`config.mk`:
```
export PLATFORM = sky130hd
export DESIGN_NAME = ex_flag_stage_flat
export DESIGN_NICKNAME = d
export VERILOG_FILES = /design/src/rtl/ex_flag_stage_if.sv /design/src/rtl/ex_flag_stage.sv /design/src/flat_wrapper.sv
export SDC_FILE = /design/constraint.sdc
export NUM_CORES = 1
export LEC_CHECK = 0
export BUFFER_PORTS_ARGS = -buffer_cell sky130_fd_sc_hd__clkbuf_2
export CAP_MARGIN = 20
export CORE_ASPECT_RATIO = 0.6
export CORE_MARGIN = 8
export CORE_UTILIZATION = 50
export CTS_BUF_LIST = sky130_fd_sc_hd__clkbuf_16
export CTS_CLUSTER_SIZE = 30
export DETAILED_ROUTE_END_ITERATION = 8
export GPL_TIMING_DRIVEN = 0
export PLACE_DENSITY_LB_ADDON = 0.05
export SETUP_SLACK_MARGIN = 0.3
export SYNTH_ARGS = -nofsm -noshare
export SYNTH_HDL_FRONTEND = slang
export SYNTH_SLANG_ARGS = --single-unit
```
`constraint.sdc`:
```
create_clock -name clk -period 2.4 [get_ports clk]
set_input_delay 0.24 -clock clk [delete_from_list [all_inputs] [get_ports clk]]
set_output_delay 0.24 -clock clk [all_outputs]
set_load 0.01 [all_outputs]
```
`src/rtl/ex_flag_stage_if.sv`:
```
// EX/MEM boundary bundle: adder side-band in, flagged result out, valid/ready both ways.
interface ex_flag_stage_if #(
    parameter int unsigned WIDTH  = 16,
    parameter int unsigned DEST_W = 3
);
    logic              flush;
    logic              in_valid;
    logic              in_ready;
    logic [WIDTH-1:0]  in_sum;
    logic              in_c15;
    logic              in_c16;
    logic              in_sub;
    logic              in_sat;
    logic [DEST_W-1:0] in_dest;
    logic              in_wr;

    logic              out_valid;
    logic              out_ready;
    logic [WIDTH-1:0]  out_result;
    logic              out_z;
    logic              out_n;
    logic              out_c;
    logic              out_v;
    logic [DEST_W-1:0] out_dest;
    logic              out_wr;

    modport master (
        output flush, in_valid, in_sum, in_c15, in_c16, in_sub, in_sat, in_dest, in_wr,
        output out_ready,
        input  in_ready,
        input  out_valid, out_result, out_z, out_n, out_c, out_v, out_dest, out_wr
    );

    modport slave (
        input  flush, in_valid, in_sum, in_c15, in_c16, in_sub, in_sat, in_dest, in_wr,
        input  out_ready,
        output in_ready,
        output out_valid, out_result, out_z, out_n, out_c, out_v, out_dest, out_wr
    );
endinterface

```
`src/rtl/ex_flag_stage.sv`:
```
// Execute-stage back end: derives Z/N/C/V from the CLA outputs, optionally saturates,
// and hands the result to MEM through a two-entry (main + skid) register pair.
module ex_flag_stage #(
    parameter int unsigned WIDTH  = 16,
    parameter int unsigned DEST_W = 3,
    parameter bit          SAT_EN = 1'b0
) (
    input  logic             clk,
    input  logic             rst_n,
    ex_flag_stage_if.slave   bus
);
    localparam logic [WIDTH-1:0] SAT_MIN = {1'b1, {(WIDTH-1){1'b0}}};
    localparam logic [WIDTH-1:0] SAT_MAX = {1'b0, {(WIDTH-1){1'b1}}};

    typedef struct packed {
        logic [WIDTH-1:0]  result;
        logic              z;
        logic              n;
        logic              c;
        logic              v;
        logic [DEST_W-1:0] dest;
        logic              wr;
    } entry_t;

    entry_t in_entry;
    entry_t m_q, m_d;
    entry_t s_q, s_d;
    logic   m_valid_q, m_valid_d;
    logic   s_valid_q, s_valid_d;
    logic   in_ready_q;
    logic   accept;
    logic   pop;

    // Flags track the raw operation; only result/Z/N see the saturated value.
    always_comb begin
        in_entry        = '0;
        in_entry.v      = bus.in_c15 ^ bus.in_c16;
        in_entry.c      = bus.in_sub ? ~bus.in_c16 : bus.in_c16;
        in_entry.result = bus.in_sum;
        if (SAT_EN && bus.in_sat && in_entry.v) begin
            in_entry.result = bus.in_c16 ? SAT_MIN : SAT_MAX;
        end
        in_entry.z      = (in_entry.result == '0);
        in_entry.n      = in_entry.result[WIDTH-1];
        in_entry.dest   = bus.in_dest;
        in_entry.wr     = bus.in_wr;
    end

    assign accept = bus.in_valid & in_ready_q & ~bus.flush;
    assign pop    = m_valid_q & bus.out_ready;

    // Main/skid next state; the skid entry always drains into main first to keep FIFO order.
    always_comb begin
        m_valid_d = m_valid_q;
        s_valid_d = s_valid_q;
        m_d       = m_q;
        s_d       = s_q;
        if (bus.flush) begin
            m_valid_d = 1'b0;
            s_valid_d = 1'b0;
        end else begin
            unique case ({accept, pop})
                2'b10: begin
                    if (!m_valid_q) begin
                        m_valid_d = 1'b1;
                        m_d       = in_entry;
                    end else begin
                        s_valid_d = 1'b1;
                        s_d       = in_entry;
                    end
                end
                2'b01: begin
                    if (s_valid_q) begin
                        m_d       = s_q;
                        s_valid_d = 1'b0;
                    end else begin
                        m_valid_d = 1'b0;
                    end
                end
                2'b11: begin
                    if (s_valid_q) begin
                        m_d = s_q;
                        s_d = in_entry;
                    end else begin
                        m_d = in_entry;
                    end
                end
                default: begin
                end
            endcase
        end
    end

    always_ff @(posedge clk or negedge rst_n) begin
        if (!rst_n) begin
            m_valid_q  <= 1'b0;
            s_valid_q  <= 1'b0;
            m_q        <= '0;
            s_q        <= '0;
            in_ready_q <= 1'b1;
        end else begin
            m_valid_q  <= m_valid_d;
            s_valid_q  <= s_valid_d;
            m_q        <= m_d;
            s_q        <= s_d;
            in_ready_q <= ~s_valid_d;
        end
    end

    assign bus.in_ready   = in_ready_q;
    assign bus.out_valid  = m_valid_q;
    assign bus.out_result = m_q.result;
    assign bus.out_z      = m_q.z;
    assign bus.out_n      = m_q.n;
    assign bus.out_c      = m_q.c;
    assign bus.out_v      = m_q.v;
    assign bus.out_dest   = m_q.dest;
    assign bus.out_wr     = m_q.wr;
endmodule

```
`src/flat_wrapper.sv`:
```
// flat-port wrapper written by rule: the top's interface ports become plain ports
module ex_flag_stage_flat 
#(
    parameter int unsigned WIDTH  = 16,
    parameter int unsigned DEST_W = 3,
    parameter bit          SAT_EN = 1'b0
)
  (clk, rst_n, bus_flush, bus_in_valid, bus_in_sum, bus_in_c15, bus_in_c16, bus_in_sub, bus_in_sat, bus_in_dest, bus_in_wr, bus_out_ready, bus_in_ready, bus_out_valid, bus_out_result, bus_out_z, bus_out_n, bus_out_c, bus_out_v, bus_out_dest, bus_out_wr);
  ex_flag_stage_if #(.WIDTH(WIDTH), .DEST_W(DEST_W)) bus_i ();
  input  logic clk;
  input  logic rst_n;
  input wire logic [$bits(bus_i.flush)-1:0] bus_flush;
  input wire logic [$bits(bus_i.in_valid)-1:0] bus_in_valid;
  input wire logic [$bits(bus_i.in_sum)-1:0] bus_in_sum;
  input wire logic [$bits(bus_i.in_c15)-1:0] bus_in_c15;
  input wire logic [$bits(bus_i.in_c16)-1:0] bus_in_c16;
  input wire logic [$bits(bus_i.in_sub)-1:0] bus_in_sub;
  input wire logic [$bits(bus_i.in_sat)-1:0] bus_in_sat;
  input wire logic [$bits(bus_i.in_dest)-1:0] bus_in_dest;
  input wire logic [$bits(bus_i.in_wr)-1:0] bus_in_wr;
  input wire logic [$bits(bus_i.out_ready)-1:0] bus_out_ready;
  output wire logic [$bits(bus_i.in_ready)-1:0] bus_in_ready;
  output wire logic [$bits(bus_i.out_valid)-1:0] bus_out_valid;
  output wire logic [$bits(bus_i.out_result)-1:0] bus_out_result;
  output wire logic [$bits(bus_i.out_z)-1:0] bus_out_z;
  output wire logic [$bits(bus_i.out_n)-1:0] bus_out_n;
  output wire logic [$bits(bus_i.out_c)-1:0] bus_out_c;
  output wire logic [$bits(bus_i.out_v)-1:0] bus_out_v;
  output wire logic [$bits(bus_i.out_dest)-1:0] bus_out_dest;
  output wire logic [$bits(bus_i.out_wr)-1:0] bus_out_wr;
  assign bus_i.flush = bus_flush;
  assign bus_i.in_valid = bus_in_valid;
  assign bus_i.in_sum = bus_in_sum;
  assign bus_i.in_c15 = bus_in_c15;
  assign bus_i.in_c16 = bus_in_c16;
  assign bus_i.in_sub = bus_in_sub;
  assign bus_i.in_sat = bus_in_sat;
  assign bus_i.in_dest = bus_in_dest;
  assign bus_i.in_wr = bus_in_wr;
  assign bus_i.out_ready = bus_out_ready;
  assign bus_in_ready = bus_i.in_ready;
  assign bus_out_valid = bus_i.out_valid;
  assign bus_out_result = bus_i.out_result;
  assign bus_out_z = bus_i.out_z;
  assign bus_out_n = bus_i.out_n;
  assign bus_out_c = bus_i.out_c;
  assign bus_out_v = bus_i.out_v;
  assign bus_out_dest = bus_i.out_dest;
  assign bus_out_wr = bus_i.out_wr;
  ex_flag_stage #(.WIDTH(WIDTH), .DEST_W(DEST_W), .SAT_EN(SAT_EN)) u_core (.clk(clk), .rst_n(rst_n), .bus(bus_i));
endmodule
```
==> results of run 1 <==
synth_stat cells (all sizes together), types with 4 or more instances:
cell type and n:
buf 8, nand2 25, a22oi 22, nor4 4, dfrtp 48, a21oi 4
o21ai 22, mux2 23, nor2 4, clkbuf 4, inv 5, ha 4
cells by family (layout without fill, tap and decap cells):
| group | after synthesis | in the layout | share of synthesized area, % |
|---|---|---|---|
| muxes | 23 | 23 | 11.9 |
| DFF | 49 | 49 | 56.3 |
| buffers and inverters | 17 | 88 | 4.36 |
| adders and majority gates | 4 | 4 | 2.30 |
| and+or+nand+nor | 42 | 42 | 9.47 |
| xor gates and xnor gates | 2 | 2 | 0.804 |
| AOI/OAI and AO/OA | 50 | 50 | 14.9 |
worst min path at each step:
stage                      startpoint                       end  slack, ns
2_1_floorplan                   rst_n          u_core.bus.out_c      -0.06
3_3_place_gp   u_core.bus.out_dest[0]    u_core.bus.out_dest[0]       0.46
3_5_place_dp                    rst_n  u_core.bus.out_result[4]       0.30
4_1_cts                     bus_in_wr             u_core.s_q[0]       0.19
5_1_grt                bus_in_dest[2]             u_core.s_q[3]       0.22
6_report               bus_in_dest[0]             u_core.s_q[1]       0.21
repair_timing:
item,4_1_cts,5_1_grt
gates cloned,2,1
setup endpoints to repair,40,44
hold endpoints to repair,5,0
pin swaps,1,2
gates resized for setup,9,55
setup buffers,2,3
hold buffers,1,0
flip-flops by register name, indices dropped and copies added (netlist names):
register	count
u_core.s_q	23
u_core.bus.out_result	15
u_core.bus.out_dest	3
u_core.bus.in_ready	1
u_core.bus.out_c	1
u_core.bus.out_n	1
u_core.bus.out_v	1
u_core.bus.out_valid	1
u_core.bus.out_wr	1
u_core.bus.out_z	1
u_core.s_valid_q	1
routing by layer:
metal  wire (um)  GRT usage [%]
met5           0              0
met4          10           4.05
met3         430           6.15
met2        2570           25.6
met1        2640           22.9
through the flow:
step	setup slack, ns	hold WS, ns	total power [mW]	area [um^2]	cells
2_1_floorplan	0.318	-0.0556	1.45	2210	187
3_3_place_gp	0.199	0.463	1.65	2550	300
3_5_place_dp	0.200	0.299	1.68	2570	301
4_1_cts	0.302	0.193	2.45	2800	314
5_1_grt	0.189	0.219	2.68	2980	318
6_report	0.255	0.212	2.55	2980	318
power by group through the flow:
| stage | sequential (mW) | combinational (mW) | clock [mW] |
|---|---|---|---|
| detailed placement | 1.18 | 0.496 | 0 |
| CTS | 1.17 | 0.504 | 0.783 |
| floorplan | 1.21 | 0.246 | 0 |
| global placement | 1.17 | 0.479 | 0 |
| global route | 1.20 | 0.666 | 0.810 |
| finish | 1.18 | 0.602 | 0.774 |
cell type report:
| cell class | count | share of cell area, % |
|---|---|---|
| multi-input combinational | 121 | 33.7 |
| buffer | 12 | 3.66 |
| tap | 60 | 2.52 |
| timing repair buffer | 63 | 12.7 |
| sequential | 49 | 41.3 |
| inverter | 5 | 0.715 |
| clock buffer | 5 | 4.21 |
| clock inverter | 3 | 1.26 |
==> impl_metrics.prom, run 1 <==
# TYPE chip_impl_metric gauge
chip_impl_info{name="cpMaxStageDelayCell",value="sky130_fd_sc_hd__dfstp_2"} 1
chip_impl_info{name="cp_top_family",value="flip-flops"} 1
chip_impl_metric{name="cp_slowest_stage_delay",unit="ns"} 0.53
chip_impl_metric{name="path_max_fanout",unit=""} 5
chip_impl_metric{name="detail-route-antenna-nets",unit=""} 0
chip_impl_metric{name="syn-num-nets",unit=""} 220
chip_impl_metric{name="dieArea",unit="um^2"} 6800
chip_impl_metric{name="distinct_cell_type_count_of_the_synthesized_netlist",unit=""} 30
chip_impl_metric{name="period_needed",unit="ns"} 2.15
chip_impl_metric{name="timing.critical_path.buf_inv",unit=""} 3
chip_impl_metric{name="timing_hold_violations_final",unit=""} 0
chip_impl_metric{name="antenna_cells",unit=""} 0
chip_impl_metric{name="final-max-slew-violation-count",unit=""} 0
chip_impl_info{name="critical_path.endpoint_type",value="flip-flop"} 1
chip_impl_metric{name="grt_first_pass_wirelength",unit="mm"} 8.94
chip_impl_metric{name="wl_per_cell",unit="um"} 17.8
chip_impl_metric{name="cts.clk_slew.worst_paths",unit="ns"} 0.06
chip_impl_metric{name="initialDrtViolationCount",unit=""} 58
chip_impl_info{name="ys_top_cells_by_area",value="sky130_fd_sc_hd__dfrtp_1, sky130_fd_sc_hd__mux2_2, sky130_fd_sc_hd__a22oi_1, sky130_fd_sc_hd__nand2_1, sky130_fd_sc_hd__o21ai_0"} 1
chip_impl_metric{name="ys_seq_area_share",unit="%"} 56.3
chip_impl_info{name="critical_path.reg2reg.startpoint",value="u_core.bus.in_ready"} 1
chip_impl_metric{name="rows",unit=""} 18
chip_impl_metric{name="grt_overflow",unit=""} 0
chip_impl_metric{name="timing.setup.tns",unit="ns"} 0
chip_impl_metric{name="final_core_occ",unit="%"} 71.8
chip_impl_info{name="critical_path_class",value="flip-flop to flip-flop"} 1
chip_impl_metric{name="initial_utilization",unit="%"} 52.6
chip_impl_metric{name="drv_cap",unit=""} 0
chip_impl_metric{name="synthDominantCellAreaShare",unit="%"} 55.1
chip_impl_info{name="grt_setup_unrepaired",value="true"} 1
chip_impl_info{name="synth_top_cell_by_area",value="sky130_fd_sc_hd__dfrtp_1"} 1
chip_impl_metric{name="transition_at_the_pin_with_the_smallest_max_transition_slack",unit="ns"} 0.659
chip_impl_metric{name="area.sequential",unit="um^2"} 1230
chip_impl_metric{name="clock-skew-final",unit="ns"} 0.00500
chip_impl_metric{name="gp_routability_congestion",unit=""} 0.715
chip_impl_metric{name="grt_usage",unit="%"} 17.0
chip_impl_metric{name="syn_avg_cell_area",unit="um^2"} 11.7
chip_impl_metric{name="clock_tree.buffer_depth",unit=""} 2
chip_impl_metric{name="p_r_area_growth_vs_syn",unit="%"} 36.5
chip_impl_metric{name="clock_insertion_delay_worst_skew",unit="ns"} 0.28
chip_impl_metric{name="cp_data_required_time",unit="ns"} 2.56
chip_impl_metric{name="worstSetupPathDepth",unit=""} 9
chip_impl_metric{name="cell_count_after_synthesis",unit=""} 187
chip_impl_metric{name="post_route_cells_drive_above_1_share",unit="%"} 45.0
chip_impl_metric{name="power_frac_seq",unit="%"} 46.1
chip_impl_metric{name="via_per_inst",unit=""} 5.31
chip_impl_metric{name="crit_arrival",unit="ns"} 2.31
chip_impl_info{name="critical_path.endpoint",value="u_core.s_q[3]"} 1
chip_impl_metric{name="grt_antenna_before_repair",unit=""} 0
chip_impl_metric{name="power.static_leakage",unit="nW"} 1.50
chip_impl_info{name="worstHoldPathType",value="input port to flip-flop"} 1
chip_impl_metric{name="synth-edff-count",unit=""} 0
chip_impl_metric{name="switching_share",unit="%"} 26.6
chip_impl_metric{name="setup_viol",unit=""} 0
chip_impl_info{name="cts_root_buf",value="sky130_fd_sc_hd__clkbuf_16"} 1
chip_impl_metric{name="wl",unit="mm"} 5.65
chip_impl_metric{name="detailedRoute.firstPassIterationCount",unit=""} 5
chip_impl_metric{name="area_of_the_multi_input_gates",unit="um^2"} 1000
chip_impl_metric{name="synth_warnings",unit=""} 0
chip_impl_info{name="layout.cells.most_common_list",value="sky130_fd_sc_hd__clkbuf_2, sky130_fd_sc_hd__dfrtp_1, sky130_fd_sc_hd__nand2_1, sky130_fd_sc_hd__mux2_4, sky130_fd_sc_hd__a22oi_1"} 1
chip_impl_metric{name="portBuffers",unit=""} 53
chip_impl_metric{name="cell_internal_pwr",unit="mW"} 1.87
chip_impl_info{name="run_status",value="finished, final reports clean"} 1
chip_impl_info{name="leading_cell_type_in_the_layout_fill_and_taps_excluded",value="sky130_fd_sc_hd__clkbuf_2"} 1
chip_impl_metric{name="vias",unit=""} 1689
chip_impl_metric{name="maxSlewHeadroom",unit="%"} 56.1
chip_impl_metric{name="grt_max_degree",unit=""} 27
chip_impl_metric{name="netSwitchingPower",unit="mW"} 0.680
chip_impl_metric{name="portion_of_total_power_attributed_to_combinational_logic",unit="%"} 23.6
chip_impl_metric{name="maxClockFrequency",unit="MHz"} 466
chip_impl_metric{name="postSynth.asyncResetShare",unit="%"} 100
chip_impl_info{name="path_cells",value="nand2_1, or2_4, inv_4, ha_4, nand2_4, a211oi_4, buf_6, buf_8, mux2_4"} 1
chip_impl_metric{name="regToRegSetupSlack",unit="ns"} 0.25
chip_impl_info{name="crit-reg2reg-capture",value="u_core.s_q[3]"} 1
chip_impl_metric{name="io_pins",unit=""} 55
chip_impl_info{name="cp-startpoint",value="u_core.bus.in_ready"} 1
chip_impl_metric{name="cts-htree-levels",unit=""} 2
chip_impl_metric{name="ff2ff_path_depth",unit=""} 9
chip_impl_metric{name="final_min_period_over_clock_period",unit="%"} 89.4
chip_impl_metric{name="via_count_of_the_first_global_routing_pass",unit=""} 1748
chip_impl_metric{name="max-vdd-ir-drop",unit="mV"} 0.528
chip_impl_metric{name="nNetsFinal",unit=""} 290
chip_impl_metric{name="numClockSinks",unit=""} 49
chip_impl_metric{name="syn-cell-area",unit="um^2"} 2180
chip_impl_metric{name="num-fill-cells",unit=""} 323
chip_impl_info{name="critPathLaunchType",value="flip-flop"} 1
chip_impl_metric{name="core_area",unit="um^2"} 4140
chip_impl_metric{name="drt_drc_violations_left",unit=""} 0
chip_impl_info{name="dominantRegCellSynth",value="sky130_fd_sc_hd__dfrtp_1"} 1
chip_impl_info{name="cts_tree",value="built"} 1
chip_impl_metric{name="post-dp-hpwl",unit="mm"} 3.70
chip_impl_metric{name="die_h",unit="um"} 67.1
chip_impl_metric{name="cts_inserted_buffers",unit=""} 5
chip_impl_metric{name="synth_seq_cells",unit=""} 49
chip_impl_metric{name="die_x",unit="um"} 101
chip_impl_metric{name="power_frac_clock",unit="%"} 30.3
chip_impl_metric{name="timing.hold.worst_path_depth",unit=""} 2
chip_impl_metric{name="power_density",unit="nW/um^2"} 858
No activity file was read; power rests on OpenSTA's default activity.
==> run 2, diff against run 1 <==
Settings changed: CORE_UTILIZATION 50 to 30, HOLD_SLACK_MARGIN set to 0.03.
==> impl_metrics.prom, run 2 (synthesis results as in run 1) <==
# TYPE chip_impl_metric gauge
chip_impl_metric{name="wl_per_cell",unit="um"} 17.2
chip_impl_metric{name="clock-skew-final",unit="ns"} 0.00467
chip_impl_metric{name="grt_first_pass_wirelength",unit="mm"} 9.41
chip_impl_metric{name="clock_insertion_delay_worst_skew",unit="ns"} 0.29
chip_impl_info{name="cts_root_buf",value="sky130_fd_sc_hd__clkbuf_16"} 1
chip_impl_info{name="critical_path.endpoint",value="u_core.s_q[16]"} 1
chip_impl_metric{name="maxSlewHeadroom",unit="%"} 52.3
chip_impl_metric{name="nNetsFinal",unit=""} 289
chip_impl_metric{name="period_needed",unit="ns"} 2.10
chip_impl_metric{name="via_per_inst",unit=""} 4.93
chip_impl_info{name="run_status",value="finished, final reports clean"} 1
chip_impl_metric{name="setup_viol",unit=""} 0
chip_impl_metric{name="io_pins",unit=""} 55
chip_impl_metric{name="post-dp-hpwl",unit="mm"} 4.27
chip_impl_metric{name="ff2ff_path_depth",unit=""} 9
chip_impl_metric{name="cts-htree-levels",unit=""} 2
chip_impl_metric{name="largest_reg_flops",unit=""} 23
chip_impl_metric{name="p_r_area_growth_vs_syn",unit="%"} 34.3
chip_impl_metric{name="clock_tree.buffer_depth",unit=""} 2
chip_impl_metric{name="cts_inserted_buffers",unit=""} 5
chip_impl_metric{name="antenna_cells",unit=""} 0
chip_impl_info{name="grt_setup_unrepaired",value="true"} 1
chip_impl_metric{name="detail-route-antenna-nets",unit=""} 0
chip_impl_metric{name="drt_drc_violations_left",unit=""} 0
chip_impl_metric{name="grt_antenna_before_repair",unit=""} 0
chip_impl_metric{name="cts.clk_slew.worst_paths",unit="ns"} 0.07
chip_impl_metric{name="grt_max_degree",unit=""} 28
chip_impl_metric{name="crit_arrival",unit="ns"} 2.28
chip_impl_metric{name="grt_usage",unit="%"} 11.9
chip_impl_metric{name="portBuffers",unit=""} 53
chip_impl_metric{name="final-max-slew-violation-count",unit=""} 0
chip_impl_metric{name="num-fill-cells",unit=""} 698
chip_impl_info{name="cp-startpoint",value="u_core.bus.in_ready"} 1
chip_impl_metric{name="path_max_fanout",unit=""} 10
chip_impl_info{name="layout.cells.most_common_list",value="sky130_fd_sc_hd__clkbuf_2, sky130_fd_sc_hd__dfrtp_1, sky130_fd_sc_hd__a22oi_1, sky130_fd_sc_hd__nand2_1, sky130_fd_sc_hd__mux2_2"} 1
chip_impl_metric{name="detailedRoute.firstPassIterationCount",unit=""} 4
chip_impl_metric{name="wl",unit="mm"} 5.99
chip_impl_metric{name="p_total",unit="mW"} 2.50
chip_impl_metric{name="rows",unit=""} 24
chip_impl_metric{name="timing_hold_violations_final",unit=""} 0
chip_impl_info{name="leading_cell_type_in_the_layout_fill_and_taps_excluded",value="sky130_fd_sc_hd__clkbuf_2"} 1
chip_impl_metric{name="via_count_of_the_first_global_routing_pass",unit=""} 1734
chip_impl_metric{name="power.static_leakage",unit="nW"} 1.45
chip_impl_metric{name="initialDrtViolationCount",unit=""} 64
chip_impl_metric{name="grt_overflow",unit=""} 0
chip_impl_metric{name="timing.setup.tns",unit="ns"} 0
chip_impl_info{name="critical_path.reg2reg.startpoint",value="u_core.bus.in_ready"} 1
chip_impl_info{name="critPathLaunchType",value="flip-flop"} 1
chip_impl_metric{name="regToRegSetupSlack",unit="ns"} 0.30
chip_impl_metric{name="vias",unit=""} 1716
chip_impl_metric{name="die_x",unit="um"} 126
chip_impl_info{name="crit-reg2reg-capture",value="u_core.s_q[16]"} 1
chip_impl_info{name="worstHoldPathType",value="input port to flip-flop"} 1
chip_impl_metric{name="numClockSinks",unit=""} 49
chip_impl_metric{name="final_min_period_over_clock_period",unit="%"} 87.4
chip_impl_metric{name="maxClockFrequency",unit="MHz"} 477
chip_impl_info{name="critical_path.endpoint_type",value="flip-flop"} 1
chip_impl_info{name="largest_register",value="u_core.s_q"} 1
chip_impl_metric{name="gp_routability_congestion",unit=""} 0.760
chip_impl_info{name="critical_path_class",value="flip-flop to flip-flop"} 1
chip_impl_metric{name="initial_utilization",unit="%"} 30.5
chip_impl_metric{name="cp_data_required_time",unit="ns"} 2.58
chip_impl_metric{name="transition_at_the_pin_with_the_smallest_max_transition_slack",unit="ns"} 0.715
chip_impl_metric{name="max-vdd-ir-drop",unit="mV"} 0.348
chip_impl_metric{name="dieArea",unit="um^2"} 10300
chip_impl_info{name="cts_tree",value="built"} 1
chip_impl_metric{name="post_route_cells_drive_above_1_share",unit="%"} 44.4
chip_impl_metric{name="drv_cap",unit=""} 0
chip_impl_metric{name="power_density",unit="nW/um^2"} 854
chip_impl_metric{name="core_area",unit="um^2"} 7150
chip_impl_metric{name="die_h",unit="um"} 82.0
[run 2: cell types whose count changed in the layout (fill, tap and decap cells not counted), sizes merged]
cell | before | now
buf | 18 | 17
[run 2: report_power, final]
| part | switching [mW] | leakage, nW | total [mW] | internal (mW) |
|---|---|---|---|---|
| sequential | 0.117 | 0.612 | 1.17 | 1.05 |
| clock | 0.309 | 0.0852 | 0.799 | 0.490 |
| combinational | 0.253 | 0.755 | 0.535 | 0.282 |
| total | 0.679 | 1.45 | 2.50 | 1.82 |
[run 2: layout make-up]
type                    instances  area [um^2]  area share, %
flip-flops and latches         49         1230           41.9
multi-input cells             121          931           31.8
repair buffers                 62          355           12.1
clock buffers                   5          125           4.27
well taps                      91          114           3.89
plain buffers                  12          111           3.80
clock inverters                 3         42.5           1.45
inverters                       5         21.3          0.726
[run 2: what timing repair did]
action                                  CTS  global route
endpoints found under the setup margin   41            44
gates cloned                              1             0
hold buffers                              1             0
pin swaps                                 1             1
resized for setup                         9            26
setup buffers                             4             2
hold endpoints to repair                 24             0
[run 2: through the flow]
stage                     cells  setup WS (ns)  utilization (%)  hold WS, ns  area (um^2)
after floorplan             187          0.318                -      -0.0556         2210
after global placement      331          0.148             36.3        0.468         2590
after detailed placement    332          0.143             36.5        0.340         2610
after CTS                   346          0.286             39.9        0.200         2850
after global routing        348          0.237             41.0        0.200         2930
final                       348          0.302             41.0        0.201         2930
[run 2: worst min-delay path by stage]
stage	slack [ns]	depth (start not counted)	from	end
2_1_floorplan	-0.06	0	rst_n	u_core.bus.out_c
3_3_place_gp	0.47	2	u_core.bus.out_dest[0]	u_core.bus.out_dest[0]
3_5_place_dp	0.34	1	rst_n	u_core.bus.out_result[7]
4_1_cts	0.20	2	bus_in_wr	u_core.s_q[0]
5_1_grt	0.20	2	bus_in_dest[2]	u_core.s_q[3]
6_report	0.20	2	bus_in_dest[2]	u_core.s_q[3]
[run 2: routing by layer]
layer  track usage (%)  wire length, um
met3              3.37              323
met5                 0                0
met1              16.3             3040
met4              3.58               51
met2              17.9             2580
[run 2: worst max-delay path: stages, from the launching register on]
cell,delay [ns]
sky130_fd_sc_hd__dfstp_2,0.54
sky130_fd_sc_hd__nand2_2,0.04
sky130_fd_sc_hd__or2_4,0.25
sky130_fd_sc_hd__inv_4,0.08
sky130_fd_sc_hd__ha_4,0.15
sky130_fd_sc_hd__nand2_4,0.05
sky130_fd_sc_hd__a211oi_4,0.24
sky130_fd_sc_hd__buf_6,0.17
sky130_fd_sc_hd__buf_12,0.14
sky130_fd_sc_hd__mux2_2,0.33
==> run 3, diff against run 2 <==
Settings changed: ABC_AREA set to 1.
==> impl_metrics.prom, run 3 <==
# TYPE chip_impl_metric gauge
chip_impl_info{name="run_status",value="finished, final reports clean"} 1
chip_impl_metric{name="transition_at_the_pin_with_the_smallest_max_transition_slack",unit="ns"} 0.759
chip_impl_metric{name="setup_viol",unit=""} 0
chip_impl_metric{name="crit_arrival",unit="ns"} 2.10
chip_impl_metric{name="clock-skew-final",unit="ns"} 0.00753
chip_impl_metric{name="cell_count_after_synthesis",unit=""} 321
chip_impl_info{name="cp_most_frequent_cell",value="sky130_fd_sc_hd__nand2_1"} 1
chip_impl_metric{name="via_count_of_the_first_global_routing_pass",unit=""} 2246
chip_impl_metric{name="postSynth.asyncResetShare",unit="%"} 100
chip_impl_metric{name="power_frac_clock",unit="%"} 29.1
chip_impl_metric{name="die_x",unit="um"} 131
chip_impl_info{name="grt_setup_unrepaired",value="false"} 1
chip_impl_info{name="largest_register",value="u_core.s_q"} 1
chip_impl_info{name="dominantRegCellSynth",value="sky130_fd_sc_hd__dfrtp_1"} 1
chip_impl_metric{name="distinct_cell_type_count_of_the_synthesized_netlist",unit=""} 21
chip_impl_metric{name="clock_insertion_delay_worst_skew",unit="ns"} 0.29
chip_impl_metric{name="initial_utilization",unit="%"} 30.6
chip_impl_info{name="leading_cell_type_in_the_layout_fill_and_taps_excluded",value="sky130_fd_sc_hd__nand2_1"} 1
chip_impl_metric{name="post_cts_hold_buffer_count",unit=""} 0
chip_impl_metric{name="final_core_occ",unit="%"} 38.2
chip_impl_metric{name="grt_max_degree",unit=""} 29
chip_impl_metric{name="maxClockFrequency",unit="MHz"} 522
chip_impl_metric{name="portion_of_total_power_attributed_to_combinational_logic",unit="%"} 22.1
chip_impl_info{name="yosysMostFrequentCell",value="sky130_fd_sc_hd__nand2_1"} 1
chip_impl_metric{name="cts.clk_slew.worst_paths",unit="ns"} 0.06
chip_impl_metric{name="clock_tree.buffer_depth",unit=""} 2
chip_impl_metric{name="final-max-slew-violation-count",unit=""} 0
chip_impl_metric{name="initialDrtViolationCount",unit=""} 136
chip_impl_metric{name="rows",unit=""} 25
chip_impl_metric{name="dieArea",unit="um^2"} 11100
chip_impl_metric{name="via_per_inst",unit=""} 4.44
chip_impl_metric{name="dpl-instance-area",unit="um^2"} 2800
chip_impl_info{name="synthTopCellsByCount",value="sky130_fd_sc_hd__nand2_1, sky130_fd_sc_hd__dfrtp_1, sky130_fd_sc_hd__nor2_1, sky130_fd_sc_hd__o21ai_1, sky130_fd_sc_hd__inv_1"} 1
chip_impl_metric{name="io_pins",unit=""} 55
chip_impl_metric{name="netSwitchingPower",unit="mW"} 0.736
chip_impl_metric{name="path_max_fanout",unit=""} 11
chip_impl_metric{name="finalWorstSetupSlack",unit="ns"} 0.485
chip_impl_metric{name="num-fill-cells",unit=""} 856
chip_impl_metric{name="grt_first_pass_wirelength",unit="mm"} 11.3
chip_impl_metric{name="cp_data_required_time",unit="ns"} 2.58
chip_impl_info{name="cts_tree",value="built"} 1
chip_impl_metric{name="post-dp-hpwl",unit="mm"} 4.86
chip_impl_metric{name="post_route_cells_drive_above_1_share",unit="%"} 23.0
chip_impl_metric{name="drv_cap",unit=""} 0
chip_impl_metric{name="p_r_area_growth_vs_syn",unit="%"} 24.9
chip_impl_metric{name="nNetsFinal",unit=""} 415
chip_impl_metric{name="numClockSinks",unit=""} 49
chip_impl_metric{name="detail-route-antenna-nets",unit=""} 0
chip_impl_metric{name="die_h",unit="um"} 85.0
chip_impl_metric{name="ys_seq_area_share",unit="%"} 51.5
chip_impl_metric{name="cell_internal_pwr",unit="mW"} 1.65
chip_impl_metric{name="syn-cell-area",unit="um^2"} 2380
chip_impl_metric{name="core_area",unit="um^2"} 7790
chip_impl_metric{name="grt_antenna_before_repair",unit=""} 0
chip_impl_metric{name="drt_drc_violations_left",unit=""} 0
chip_impl_metric{name="timing_hold_violations_final",unit=""} 0
chip_impl_metric{name="p_total",unit="mW"} 2.39
chip_impl_metric{name="grt_usage",unit="%"} 12.9
chip_impl_info{name="critical_path_class",value="flip-flop to flip-flop"} 1
chip_impl_info{name="synth_top_cell_by_area",value="sky130_fd_sc_hd__dfrtp_1"} 1
chip_impl_metric{name="synthDominantCellAreaShare",unit="%"} 50.4
chip_impl_metric{name="cts_inserted_buffers",unit=""} 5
chip_impl_metric{name="finalInstanceArea",unit="um^2"} 2980
chip_impl_metric{name="synth_warnings",unit=""} 0
chip_impl_metric{name="syn_avg_cell_area",unit="um^2"} 7.43
chip_impl_metric{name="max-vdd-ir-drop",unit="mV"} 0.260
chip_impl_metric{name="final_cells",unit=""} 491
chip_impl_metric{name="wl",unit="mm"} 6.53
chip_impl_metric{name="syn-num-nets",unit=""} 354
chip_impl_metric{name="fin_worst_hold_slack",unit="ns"} 0.0135
chip_impl_info{name="path_cells",value="nand2_2, inv_4, buf_6, ha_1, a21oi_2, clkbuf_2, o21ai_0, nand2_1, nand2_1"} 1
chip_impl_metric{name="synth-edff-count",unit=""} 0
chip_impl_metric{name="final_min_period_over_clock_period",unit="%"} 79.8
chip_impl_metric{name="largest_reg_flops",unit=""} 23
chip_impl_metric{name="maxSlewHeadroom",unit="%"} 49.4
chip_impl_metric{name="wl_per_cell",unit="um"} 13.3
chip_impl_info{name="layout.cells.most_common_list",value="sky130_fd_sc_hd__nand2_1, sky130_fd_sc_hd__clkbuf_2, sky130_fd_sc_hd__dfrtp_1, sky130_fd_sc_hd__nor2_1, sky130_fd_sc_hd__o21ai_1"} 1
chip_impl_metric{name="pre_cts_ws",unit="ns"} 0.236
chip_impl_metric{name="detailedRoute.firstPassIterationCount",unit=""} 4
chip_impl_metric{name="timing.setup.tns",unit="ns"} 0
chip_impl_info{name="cpMaxStageDelayCell",value="sky130_fd_sc_hd__dfrtp_2"} 1
chip_impl_metric{name="synth_seq_cells",unit=""} 49
chip_impl_metric{name="period_needed",unit="ns"} 1.92
chip_impl_info{name="critical_path.endpoint_type",value="flip-flop"} 1
chip_impl_metric{name="power_frac_seq",unit="%"} 48.9
chip_impl_metric{name="power.static_leakage",unit="nW"} 1.65
chip_impl_metric{name="power_density",unit="nW/um^2"} 801
chip_impl_info{name="ys_top_cells_by_area",value="sky130_fd_sc_hd__dfrtp_1, sky130_fd_sc_hd__nand2_1, sky130_fd_sc_hd__o21ai_1, sky130_fd_sc_hd__nor2_1, sky130_fd_sc_hd__buf_4"} 1
chip_impl_metric{name="grt_overflow",unit=""} 0
chip_impl_metric{name="switching_share",unit="%"} 30.9
chip_impl_metric{name="cp_slowest_stage_delay",unit="ns"} 0.44
chip_impl_metric{name="antenna_cells",unit=""} 0
chip_impl_info{name="critPathLaunchType",value="flip-flop"} 1
chip_impl_metric{name="vias",unit=""} 2179
chip_impl_metric{name="post-place-cells",unit=""} 483
chip_impl_info{name="cts_root_buf",value="sky130_fd_sc_hd__clkbuf_16"} 1
chip_impl_metric{name="setup_fix_bufs_post_cts",unit=""} 0
chip_impl_info{name="worstHoldPathType",value="input port to async pin"} 1
chip_impl_metric{name="cts-htree-levels",unit=""} 2
chip_impl_metric{name="gp_routability_congestion",unit=""} 0.729
chip_impl_metric{name="portBuffers",unit=""} 53
-- run 3: changes by cell type after synthesis, moves of 2 or more --
cell / previous run / this run
sky130_fd_sc_hd__a22oi_1: 22 / 0
sky130_fd_sc_hd__buf_4: 3 / 7
sky130_fd_sc_hd__buf_6: 2 / 0
sky130_fd_sc_hd__inv_1: 5 / 9
sky130_fd_sc_hd__inv_2: 0 / 4
sky130_fd_sc_hd__mux2_1: 3 / 0
sky130_fd_sc_hd__mux2_2: 20 / 0
sky130_fd_sc_hd__nand2_1: 25 / 188
sky130_fd_sc_hd__nand3_1: 1 / 5
sky130_fd_sc_hd__nor2_1: 4 / 15
sky130_fd_sc_hd__nor4_1: 4 / 0
sky130_fd_sc_hd__o21ai_0: 17 / 6
sky130_fd_sc_hd__o21ai_1: 5 / 15
-- run 3: logic make-up after synthesis --
kind of cell             Yosys count  synth area share [%]
flip-flops                        49                  51.5
buffers and inverters             28                  5.77
adder cells (fa/ha/maj)            4                  2.10
AND/OR/NAND/NOR                  211                  33.9
XOR/XNOR                           2                 0.735
AO/OA/AOI/OAI                     27                  5.98
-- run 3: power by group through the flow --
| stage | Sequential (mW) | Clock, mW | Combinational (mW) |
|---|---|---|---|
| finish | 1.17 | 0.694 | 0.526 |
| global route | 1.20 | 0.758 | 0.617 |
| CTS | 1.16 | 0.717 | 0.539 |
| detailed placement | 1.18 | 0 | 0.535 |
| global placement | 1.18 | 0 | 0.524 |
| floorplan | 1.20 | 0 | 0.270 |
-- run 3: final timing paths --
check | slack (ns) | endpoint | from | cells past startpoint
hold reg to reg | 0.48 | u_core.bus.out_dest[0] | u_core.bus.out_dest[0] | 2
setup / recovery | 0.48 | u_core.bus.out_result[0] | u_core.bus.out_valid | 9
setup reg to reg | 0.48 | u_core.bus.out_result[0] | u_core.bus.out_valid | 9
min in group clk | 0.16 | u_core.s_q[3] | bus_in_dest[2] | 3
max in group asynchronous | 1.81 | u_core.bus.out_z | rst_n | 2
hold / removal | 0.01 | u_core.bus.out_valid | rst_n | 1
-- run 3: cell type report --
type | instances | area (um^2) | share of cell area (%)
inverters | 13 | 51.3 | 1.72
multi-input cells | 244 | 1030 | 34.7
flip-flops and latches | 49 | 1230 | 41.3
plain buffers | 15 | 103 | 3.45
clock buffers | 5 | 125 | 4.20
repair buffers | 54 | 285 | 9.58
well taps | 108 | 135 | 4.54
clock inverters | 3 | 15.0 | 0.504
-- run 3: worst max-delay path: cells and delay by family, from the launching register on --
kind | cells | cell delay, ns
AOI/OAI and AO/OA | 2 | 0.36
adders and majority gates | 1 | 0.22
buffers and inverters | 3 | 0.50
DFF | 1 | 0.44
and+or+nand+nor | 3 | 0.27
-- run 3: routing by layer --
metal  vias to the layer above  GRT usage, %  share of wire, %
li1                       1103             -                 -
met2                        40          18.2                41
met5                         -             0                 0
met1                      1028          18.6                52
met3                         8          3.63               5.2
met4                         0          3.42              0.98
-- run 3: what timing repair did --
item                                    CTS  global route
endpoints found under the setup margin   27            44
hold endpoints to repair                  0             0
resized for setup                         4             8
